**src/rtl/digital_debounce_3v3_pkg.sv**
```systemverilog
// Shared definitions for the 3v3 debounce cells: default parameter values,
// legal parameter ranges and the per-channel edge classification.
package digital_debounce_3v3_pkg;

  // Default constants shared with the rest of the 3v3 digital cell set.
  localparam int DEBOUNCE_SYNC_DEF  = 2;
  localparam int DEBOUNCE_CNT_W_DEF = 8;

  // Legal parameter ranges, checked at elaboration by the top level.
  localparam int DEBOUNCE_WIDTH_MIN = 1;
  localparam int DEBOUNCE_WIDTH_MAX = 32;
  localparam int DEBOUNCE_SYNC_MIN  = 2;
  localparam int DEBOUNCE_SYNC_MAX  = 4;
  localparam int DEBOUNCE_CNT_W_MIN = 1;
  localparam int DEBOUNCE_CNT_W_MAX = 31;

  // Outcome of one filter cycle; a single value makes rise and fall mutually
  // exclusive by construction.
  typedef enum logic [1:0] {
    EDGE_NONE = 2'd0,
    EDGE_RISE = 2'd1,
    EDGE_FALL = 2'd2
  } edge_e;

endpackage

```
**src/rtl/digital_debounce_3v3_ch.sv**
```systemverilog
// One debounce channel: synchroniser chain, stability counter, filtered
// level and registered rise/fall strobes. i_limit is already normalised
// to be non-zero by the top level.
module digital_debounce_ch_3v3
  import digital_debounce_3v3_pkg::*;
#(
  parameter int   SYNC_STAGES = DEBOUNCE_SYNC_DEF,
  parameter int   CNT_W       = DEBOUNCE_CNT_W_DEF,
  parameter logic RESET_VAL   = 1'b0
) (
  input  logic             i_clk,
  input  logic             i_rn,
  input  logic             i_en,
  input  logic             i_a,
  input  logic [CNT_W-1:0] i_limit,
  output logic             o_q,
  output logic             o_rise,
  output logic             o_fall
);

  logic [SYNC_STAGES-1:0] r_sync;
  logic [CNT_W-1:0]       r_cnt;
  logic                   r_q;
  logic                   r_rise;
  logic                   r_fall;

  logic                   w_s;
  logic [CNT_W:0]         w_cnt_inc;
  logic [CNT_W-1:0]       w_cnt_nxt;
  logic                   w_q_nxt;
  edge_e                  w_edge;

  assign w_s = r_sync[SYNC_STAGES-1];

  // One extra bit so cnt+1 cannot wrap when LIMIT is all ones.
  assign w_cnt_inc = {1'b0, r_cnt} + (CNT_W+1)'(1);

  // Filter decision: clear on agreement, count on mismatch, commit at limit.
  always_comb begin
    // NOTE: every output gets a default first so no path leaves it unassigned, which would infer a latch.
    w_cnt_nxt = r_cnt;
    w_q_nxt   = r_q;
    w_edge    = EDGE_NONE;
    if (i_en) begin
      if (w_s == r_q) begin
        w_cnt_nxt = '0;
      end else if (w_cnt_inc < {1'b0, i_limit}) begin
        w_cnt_nxt = w_cnt_inc[CNT_W-1:0];
      end else begin
        w_cnt_nxt = '0;
        w_q_nxt   = w_s;
        w_edge    = w_s ? EDGE_RISE : EDGE_FALL;
      end
    end
  end

  // State registers: synchroniser shifts regardless of enable, filter follows the decision above.
  always_ff @(posedge i_clk) begin
    if (!i_rn) begin
      // NOTE: the synchroniser is reset too, so a stale pre-reset sample can never be filtered into Q.
      r_sync <= {SYNC_STAGES{RESET_VAL}};
      r_q    <= RESET_VAL;
      r_cnt  <= '0;
      r_rise <= 1'b0;
      r_fall <= 1'b0;
    end else begin
      // NOTE: non-blocking assignments so every flop samples pre-edge values and the chain shifts one stage per edge.
      r_sync <= {r_sync[SYNC_STAGES-2:0], i_a};
      r_q    <= w_q_nxt;
      r_cnt  <= w_cnt_nxt;
      r_rise <= (w_edge == EDGE_RISE);
      r_fall <= (w_edge == EDGE_FALL);
    end
  end

  assign o_q    = r_q;
  assign o_rise = r_rise;
  assign o_fall = r_fall;

endmodule

```
**src/rtl/digital_debounce_3v3.sv**
```systemverilog
// Multi-channel input conditioner: WIDTH independent debounce channels
// sharing one clock, reset, enable and stability limit.
module digital_debounce_3v3
  import digital_debounce_3v3_pkg::*;
#(
  parameter int               WIDTH       = 1,
  parameter int               SYNC_STAGES = DEBOUNCE_SYNC_DEF,
  parameter int               CNT_W       = DEBOUNCE_CNT_W_DEF,
  parameter logic [WIDTH-1:0] RESET_VAL   = {WIDTH{1'b0}}
) (
  input  logic             CLK,
  input  logic             RN,
  input  logic             EN,
  input  logic [WIDTH-1:0] A,
  input  logic [CNT_W-1:0] LIMIT,
  output logic [WIDTH-1:0] Q,
  output logic [WIDTH-1:0] RISE,
  output logic [WIDTH-1:0] FALL
);

  // Out-of-range parameters are reported as soon as the design is elaborated.
  if (WIDTH < DEBOUNCE_WIDTH_MIN || WIDTH > DEBOUNCE_WIDTH_MAX) begin : g_bad_width
    $error("digital_debounce_3v3: WIDTH=%0d outside %0d..%0d",
           WIDTH, DEBOUNCE_WIDTH_MIN, DEBOUNCE_WIDTH_MAX);
  end
  if (SYNC_STAGES < DEBOUNCE_SYNC_MIN || SYNC_STAGES > DEBOUNCE_SYNC_MAX) begin : g_bad_sync
    $error("digital_debounce_3v3: SYNC_STAGES=%0d outside %0d..%0d",
           SYNC_STAGES, DEBOUNCE_SYNC_MIN, DEBOUNCE_SYNC_MAX);
  end
  if (CNT_W < DEBOUNCE_CNT_W_MIN || CNT_W > DEBOUNCE_CNT_W_MAX) begin : g_bad_cnt_w
    $error("digital_debounce_3v3: CNT_W=%0d outside %0d..%0d",
           CNT_W, DEBOUNCE_CNT_W_MIN, DEBOUNCE_CNT_W_MAX);
  end

  logic [CNT_W-1:0] w_limit_eff;

  // A limit of zero behaves as one: every channel still needs one mismatch cycle.
  always_comb begin
    w_limit_eff = (LIMIT == '0) ? CNT_W'(1) : LIMIT;
  end

  for (genvar i = 0; i < WIDTH; i++) begin : g_ch
    digital_debounce_ch_3v3 #(
      .SYNC_STAGES (SYNC_STAGES),
      .CNT_W       (CNT_W),
      .RESET_VAL   (RESET_VAL[i])
    ) u_ch (
      .i_clk   (CLK),
      .i_rn    (RN),
      .i_en    (EN),
      .i_a     (A[i]),
      .i_limit (w_limit_eff),
      .o_q     (Q[i]),
      .o_rise  (RISE[i]),
      .o_fall  (FALL[i])
    );
  end

endmodule
```
**config.mk**
```make
export PLATFORM = sky130hd
export DESIGN_NAME = digital_debounce_3v3
export DESIGN_NICKNAME = d
export VERILOG_FILES = /design/src/rtl/digital_debounce_3v3_pkg.sv /design/src/rtl/digital_debounce_3v3_ch.sv /design/src/rtl/digital_debounce_3v3.sv
export SDC_FILE = /design/constraint.sdc
export NUM_CORES = 1
export LEC_CHECK = 0
export ABC_CLOCK_PERIOD_IN_PS = 3200
export BUFFER_PORTS_ARGS = -buffer_cell sky130_fd_sc_hd__buf_2
export CAP_MARGIN = 20
export CORE_MARGIN = 1
export CORE_UTILIZATION = 50
export DETAILED_ROUTE_END_ITERATION = 16
export PLACE_DENSITY = 0.73
export SLEW_MARGIN = 0
export SYNTH_ARGS = -nofsm -noshare
export SYNTH_HDL_FRONTEND = slang
export SYNTH_HIERARCHICAL = 1
export SYNTH_SLANG_ARGS = --single-unit
```
**constraint.sdc**
```tcl
create_clock -name CLK -period 3.2 [get_ports CLK]
set_input_delay 0.32 -clock CLK [delete_from_list [all_inputs] [get_ports CLK]]
set_output_delay 0.32 -clock CLK [all_outputs]
set_load 0.1 [all_outputs]
```
After elaboration in Yosys (flattened, before gate mapping)
Index checks and enable logic that the tools add are counted.
{"block": "classes", "bitwise": 2, "mux": 7, "n_addsub": 1, "n_lt_le_gt_ge": 1, "eq_ne": 3, "reduce_logical": 2}
{"cell": "2-to-1 mux 8 bit", "n": 3}
{"cell": "adder 8 x 1 -> 9 bit (second input constant)", "n": 1}
{"cell": "< comparator 9 x 8 -> 1 bit", "n": 1}
{"cell": "zero test 8 bit", "n": 1}
{"cell": "2-to-1 mux 2 bit", "n": 4}
{"cell": "AND reduction 3 bit", "n": 1}
{"cell": "== test 2 x 1 -> 1 bit (second input constant)", "n": 1}
{"cell": "== test 2 bit (second input constant)", "n": 1}
{"cell": "inverter 1 bit", "n": 2}
{"cell": "== test 1 bit", "n": 1}
{"block": "word_totals", "inputBits": 12, "output_inout_bits": 3, "ff_bits": 13}

Longest topological paths before layout
Gate-level depths: netlist of run 1.
{"block": "logic_depth", "word_depth": 7, "depth_mapped": 10, "ltp_nobuf": 10}

Cells and area by module
The synthesis of run 1 kept the hierarchy.
{"mod": "digital_debounce_ch_3v3", "cells_each": 82, "n_inst": 1, "area_each_um2": 778.2}
{"mod": "digital_debounce_3v3", "cells_each": 10, "n_inst": 1, "area_each_um2": 51.3}

Worst setup path after synthesis of run 1
No wires, ideal clock.
{"block": "synth_timing", "path_kind": "register -> register", "from": "register g_ch[0].u_ch.r_cnt[0]", "to": "register g_ch[0].u_ch.r_cnt[3]", "arrival_time_ps": 2266, "period_less_slack_ps": 2325, "t_required_ps": 3141, "setup_time_ps": 59, "n_path_buf": 0, "path_stages_with_launch": 11, "path_slack_ps": 875, "cell_sequence": "dfxtp_1 > ha_1 > nand3_1 > nor2_1 > xor2_1 > ha_1 > and3_4 > a221oi_2 > o21ai_2 > nor3_4 > a32o_2"}
{"block": "synth_via", "elab_chain_cells": 4}
{"item": "start: declaration", "line": "digital_debounce_3v3_ch.sv:22", "text": "logic [CNT_W-1:0] r_cnt;"}
{"item": "start signal: assignment", "line": "digital_debounce_3v3_ch.sv:70", "text": "r_cnt <= w_cnt_nxt;"}
{"item": "adder 8 x 1 -> 9 bit (*)", "line": "digital_debounce_3v3_ch.sv:36", "text": "assign w_cnt_inc = {1'b0, r_cnt} + (CNT_W+1)'(1);"}
{"item": "< comparator 9 x 8 -> 1 bit", "line": "digital_debounce_3v3_ch.sv:47", "text": "end else if (w_cnt_inc < {1'b0, i_limit}) begin"}
{"item": "2-to-1 mux 8 bit (*)", "line": "digital_debounce_3v3_ch.sv:47"}
{"item": "2-to-1 mux 8 bit (*)", "line": "digital_debounce_3v3_ch.sv:45", "text": "if (w_s == r_q) begin"}
Every way passes the cells marked *; elsewhere a longest branch is shown, timed or not.
A chain may end at the register's enable or synchronous reset.

Worst setup path after layout of run 1
{"block": "layout_timing", "from": "register g_ch[0].u_ch.r_cnt[0]", "to": "register g_ch[0].u_ch.r_cnt[7]"}
Same word-level chain as after synthesis.

==> results of run 1 <==
-- cell families (layout without fill, tap and decap cells) --
family,after synthesis,in the layout,share of synthesized area
simple gates,32,32,0.2383
flops,13,13,0.3137
buf+inv,17,26,0.07692
xor+xnor,7,7,0.07391
compound gates,15,15,0.1765
fa+ha+maj,8,8,0.1207
-- area by class of cell --
cell class / instances / area share
Inverter: 8 / 0.03288
Clock inverter: 1 / 0.005479
Multi-Input combinational cell: 62 / 0.5534
Timing Repair Buffer: 14 / 0.07671
Clock buffer: 3 / 0.02466
Sequential cell: 13 / 0.2849
Tap cell: 16 / 0.02192
-- power groups by stage --
stage	Combinational, mW	Sequential [mW]	Clock [mW]
2_1_floorplan	0.0175	0.168	0
3_3_place_gp	0.0266	0.168	0
4_1_cts	0.0275	0.164	0.103
5_1_grt	0.0314	0.165	0.110
3_5_place_dp	0.0274	0.168	0
6_report	0.0274	0.164	0.0988
-- synth_stat cells (2+ instances only) --
master / number / area, sq um
a21o_1: 3 / 22.52
xor2_1: 5 / 43.79
nand4_1: 5 / 31.28
nor4b_1: 2 / 17.52
ha_1: 8 / 100.1
inv_1: 8 / 30.03
xnor2_1: 2 / 17.52
and2_1: 2 / 12.51
clkbuf_1: 9 / 33.78
dfxtp_1: 13 / 260.3
nor2_1: 4 / 15.01
nor2b_1: 2 / 12.51
nand3_1: 5 / 25.02
a32o_2: 7 / 78.83
nand2_1: 5 / 18.77
-- worst register-to-register path, cell delays in order (launching register included) --
cell,delay (ps)
dfxtp_1,420
ha_1,220
nand3_1,150
nor2_1,170
xor2_1,220
ha_1,280
and3_4,160
a221oi_2,250
o21ai_2,140
nor3_4,310
a32o_2,220
-- sequential cells by signal (all words and copies together), names as in the netlist --
register          flops
g_ch.u_ch/o_rise      1
g_ch.u_ch/r_sync      2
g_ch.u_ch/r_cnt       8
g_ch.u_ch/o_fall      1
g_ch.u_ch/o_q         1
-- worst paths after layout --
check / start / endpoint / slack [ps] / cells after the start
max: g_ch[0].u_ch/r_cnt[0]$_SDFFE_PN0P_ / g_ch[0].u_ch/r_cnt[7]$_SDFFE_PN0P_ / 590 / 10
min: A / g_ch[0].u_ch/r_sync[0]$_SDFF_PN0_ / 250 / 2
max reg2reg: g_ch[0].u_ch/r_cnt[0]$_SDFFE_PN0P_ / g_ch[0].u_ch/r_cnt[7]$_SDFFE_PN0P_ / 590 / 10
min reg2reg: g_ch[0].u_ch/r_sync[0]$_SDFF_PN0_ / g_ch[0].u_ch/r_sync[1]$_SDFF_PN0_ / 440 / 1
-- routing by layer --
| layer | vias up | part of all wire | global-route usage |
|---|---|---|---|
| li1 | 346 | - | - |
| met1 | 334 | 0.48 | 0.2234 |
| met2 | 10 | 0.47 | 0.3061 |
| met3 | 4 | 0.035 | 0.07660 |
| met4 | 0 | 0.019 | 0.09375 |
| met5 | - | 0 | 0 |
==> flow_summary.toml, run 1 <==
[global_route]
grt_pass1_vias = 664
grt_start_max_net_pins = 17
grt_pass1_wl_um = 2642
track_usage = 0.1927
gr-total-overflow = 0
antenna_found_initial = 0

[floorplan]
chipWidth_um = 42.73
start_util = 0.5443
die_h_um = 42.73
core_sq_mm = 0.001524
rows = 14
io_pins = 15
dieArea_sq_mm = 0.001826

[synth]
synthArstFlopShare = 0
ys_types = 27
syn_nets = 112
synth-seq-area-share = 0.3137
syn_area_per_cell_sq_um = 9.017
synth_ff_type = "dfxtp_1"
synth_edf_count = 0
synthCells = 92
synth_area_sq_um = 829.5
ys_ff_latch = 13
yosys_warnings = 6

[worst_setup_path]
arrival_ps = 2830
critPathLaunchType = "register"
path_class = "register to register"
crit_buf_inv = 0
cp_slowest_cell = "dfxtp_1"
crit_family = "simple AND/OR/NAND/NOR gates"
worstPathMaxFanout = 7
crit_required_ps = 3420
crit_path_cell_trace = "ha_1 -> nand3_1 -> nor2_1 -> xor2_1 -> ha_1 -> and3_4 -> a221oi_2 -> o21ai_2 -> nor3_4 -> a32o_2"
cpMostUsedCell = "ha_1"
endpoint_kind = "register"
slowest_delay_ps = 420

[routing]
avgRoutedWirePerCell_um = 12.76
ant_nets = 0
viasPerCell = 5.932
vias = 694
drt-total-wl_um = 1493
remaining_drc_errors = 0
dr.first_iter.drc_count = 9
first_pass_iters = 4

[placed_design]
numPortBuffers = 14
gp_congestion = 0.8521
hpwl_um = 1213
placed_area_sq_um = 885.9
pre_cts_ws_ps = 616.0
dp_cells = 113

[final_layout]
final_cell_mix = "buf_2 (14), dfxtp_1 (13), inv_1 (8), ha_1 (8), a32o_2 (7)"
stdcell_count = 117
multiInputGateArea_sq_um = 505.5
drive_gt1_frac = 0.3069
seqCellArea_sq_um = 260.3
final_common_cell = "buf_2"
area_growth_syn_to_layout_pct = 10.11
n_antenna_cell = 0
stdcell_area_sq_um = 913.4
fillerInstances = 135
nNetsFinal = 122
final_util = 0.5993

[timing]
rsz0062_at_grt = "false"
fin_worst_skew_ps = 2.719
min_period_over_period = 0.8152
hold_viol = 0
fin_tns_setup_ps = 0
setup_viol = 0
drv_slew = 0
holdWs_ps = 249.9
setup_ws_ps = 591.4
fmax_ghz = 0.3833
relSlewSlack = 0.6798
period_needed_ps = 2609
worstMarginPinSlew_ps = 483.6

[power_and_ir_drop]
leakagePower_nw = 0.4815
pwr-share-seq = 0.566
p_int_mw = 0.2213
power_density_mw_per_mm2 = 318.2
pwr-share-clk = 0.340
irDropWorstVdd_uv = 224.9
p_total_mw = 0.2906
p_sw_mw = 0.06927
combPwrFrac = 0.094
p_sw_frac = 0.2384

[outcome]
outcome = "completed"

[clock_network]
htreeDepth = 1
cts_buffer_depth = 2
cts_setup_buffers = 0
cts_hold_buf = 0
tritoncts = "yes"
cts_resized = 0
ctsRootBufferMaster = "clkbuf_4"
clk_latency_ps = 270
cts_buffers = 3
clk_pin_slew_ps = 80
cts_sinks = 13

[hold_path]
min_path_type = "input pin to register"

[flow_run]
drv_cap = 0
No activity file was read; power rests on OpenSTA's default activity.
==> run 2: changes to the inputs <==
- ABC_AREA: not set -> 1
- ABC_CLOCK_PERIOD_IN_PS: 3200 -> 2400
- PLACE_DENSITY: 0.73 -> 0.72
- clock period: 3.2 -> 2.4 ns (I/O delays scaled with it)
==> flow_summary.toml, run 2 <==
[worst_setup_path]
slowest_delay_ps = 390
critPathLaunchType = "register"
cpMostUsedCell = "nand2_1"
arrival_ps = 2350
crit_required_ps = 2580
crit_path_cell_trace = "ha_2 -> nand2_1 -> nor2_4 -> nand3_1 -> nand2_1 -> clkinv_1 -> ha_1 -> nand2_1 -> nand2_1 -> nand2_1 -> nand2_1 -> nor2_4 -> nand2_4 -> a21oi_1 -> nor2_1"
path_class = "register to register"
endpoint_kind = "register"
worstPathMaxFanout = 5
cp_slowest_cell = "dfxtp_1"

[timing]
drv_slew = 0
setup_viol = 0
fin_worst_skew_ps = 16.07
hold_viol = 0
relSlewSlack = 0.6791
period_needed_ps = 2171
holdWs_ps = 138.9
worstMarginPinSlew_ps = 484.6
min_period_over_period = 0.9044
fin_tns_setup_ps = 0
fmax_ghz = 0.4607

[floorplan]
chipWidth_um = 45.24
io_pins = 15
die_h_um = 45.24
start_util = 0.5355
dieArea_sq_mm = 0.002046
core_sq_mm = 0.001745
rows = 15

[clock_network]
clk_latency_ps = 290
htreeDepth = 1
cts_buffers = 3
clk_pin_slew_ps = 90
ctsRootBufferMaster = "clkbuf_4"
cts_setup_buffers = 0
cts_buffer_depth = 2
tritoncts = "yes"
cts_sinks = 13

[placed_design]
numPortBuffers = 14
gp_congestion = 0.8128
placed_area_sq_mm = 0.001010
hpwl_um = 1399

[final_layout]
stdcell_area_sq_mm = 0.001051
reg.largest.list = "g_ch.u_ch/r_cnt (8), g_ch.u_ch/r_sync (2)"
multiInputGateArea_sq_um = 545.5
seqCellArea_sq_um = 261.5
final_util = 0.6022
final_common_cell = "nand2_1"
n_antenna_cell = 0
area_growth_syn_to_layout_pct = 12.45
largest_reg_flops = 8
drive_gt1_frac = 0.1761
top_register = "g_ch.u_ch/r_cnt"
fillerInstances = 193
final_cell_mix = "nand2_1 (36), inv_1 (29), buf_2 (14)"
nNetsFinal = 180

[global_route]
grt_pass1_wl_um = 3167
grt_start_max_net_pins = 11
track_usage = 0.2207
gr-total-overflow = 0
antenna_found_initial = 0
grt_pass1_vias = 759

[routing]
first_pass_iters = 4
drt-total-wl_um = 1946
remaining_drc_errors = 0
vias = 894
ant_nets = 0
avgRoutedWirePerCell_um = 10.58
viasPerCell = 4.859
dr.first_iter.drc_count = 30

[synth]
yosys-top-cells-area = "dfxtp_1 (28%), nand2_1 (14%), inv_1 (12%), ha_1 (11%), a21oi_1 (5.9%)"
synth_area_sq_um = 934.6
yosysTopAreaCell = "dfxtp_1"
synthCells = 147
syn_nets = 167
ys_ff_latch = 13
synthArstFlopShare = 0
syn_area_per_cell_sq_um = 6.358
synth_top_area_frac = 0.2784
synth-seq-area-share = 0.2784
synth_edf_count = 0
yosys-top-cells-count = "nand2_1 (36), inv_1 (29), dfxtp_1 (13), a21oi_1 (11), nand3_1 (11)"
synth_ff_type = "dfxtp_1"
synth.most_common_cell = "nand2_1"
ys_types = 19
yosys_warnings = 6

[power_and_ir_drop]
leakagePower_nw = 0.5672
irDropWorstVdd_uv = 355.2
p_total_mw = 0.4012
power_density_mw_per_mm2 = 381.7

[outcome]
outcome = "completed"

[hold_path]
min_path_type = "input pin to register"

[flow_run]
drv_cap = 0
## run 2: final cells by class
class | instances | share of cell area
multi-input combinational | 97 | 0.5190
tap | 25 | 0.02976
timing repair buffer | 14 | 0.06667
inverter | 31 | 0.1107
clock buffer | 4 | 0.02500
sequential | 13 | 0.2488
## run 2: where the power goes
group | internal, mW | switching [mW]
logic | 0.0149 | 0.0238
registers | 0.218 | 0.00138
clock network | 0.0647 | 0.0786
## run 2: cell families after synthesis
| logic type | after synthesis | synth area share |
|---|---|---|
| DFF | 13 | 0.2784 |
| AOI/OAI and AO/OA | 14 | 0.07496 |
| adders and majority gates | 8 | 0.1071 |
| buffers and inverters | 38 | 0.1526 |
| and+or+nand+nor | 71 | 0.3588 |
| xor gates and xnor gates | 3 | 0.02812 |
## run 2: critical path: cells and delay by family (launching register included)
kind | cells | cell delay [ps]
AOI/OAI and AO/OA | 1 | 140
adders and majority gates | 2 | 500
buffers and inverters | 1 | 70
DFF | 1 | 390
and+or+nand+nor | 11 | 960
## run 2: what timing repair did
item                       in CTS  in global routing
setup endpoints to repair       0                  9
hold buffers                    0                  0
resized for setup               0                  3
## run 2: per-stage QoR
| step | cells | setup slack, ps |
|---|---|---|
| CTS | 183 | 172.3 |
| floorplan | 147 | 412.1 |
| finish | 184 | 229.4 |
| global placement | 179 | 275.3 |
| detailed placement | 179 | 205.5 |
| global route | 184 | -3.024 |
## run 2: metal layers
layer  global-route usage  vias up  wire, um
met3              0.03600        5        59
met4               0.1455        0        53
met2               0.3536       18       873
met5                    0        -         0
li1                     -      478         -
met1               0.2707      393       960
## run 2: path summary, 6_finish.rpt
path / end / slack [ps] / cells after the start / startpoint
worst max register to register: g_ch[0].u_ch/o_q$_SDFFE_PN0P_ / 230 / 15 / g_ch[0].u_ch/r_cnt[1]$_SDFFE_PN0P_
worst min-delay path: g_ch[0].u_ch/r_sync[0]$_SDFF_PN0_ / 140 / 3 / A
worst min register to register: g_ch[0].u_ch/r_sync[1]$_SDFF_PN0_ / 420 / 2 / g_ch[0].u_ch/r_sync[0]$_SDFF_PN0_
worst max-delay path: g_ch[0].u_ch/o_q$_SDFFE_PN0P_ / 230 / 15 / g_ch[0].u_ch/r_cnt[1]$_SDFFE_PN0P_
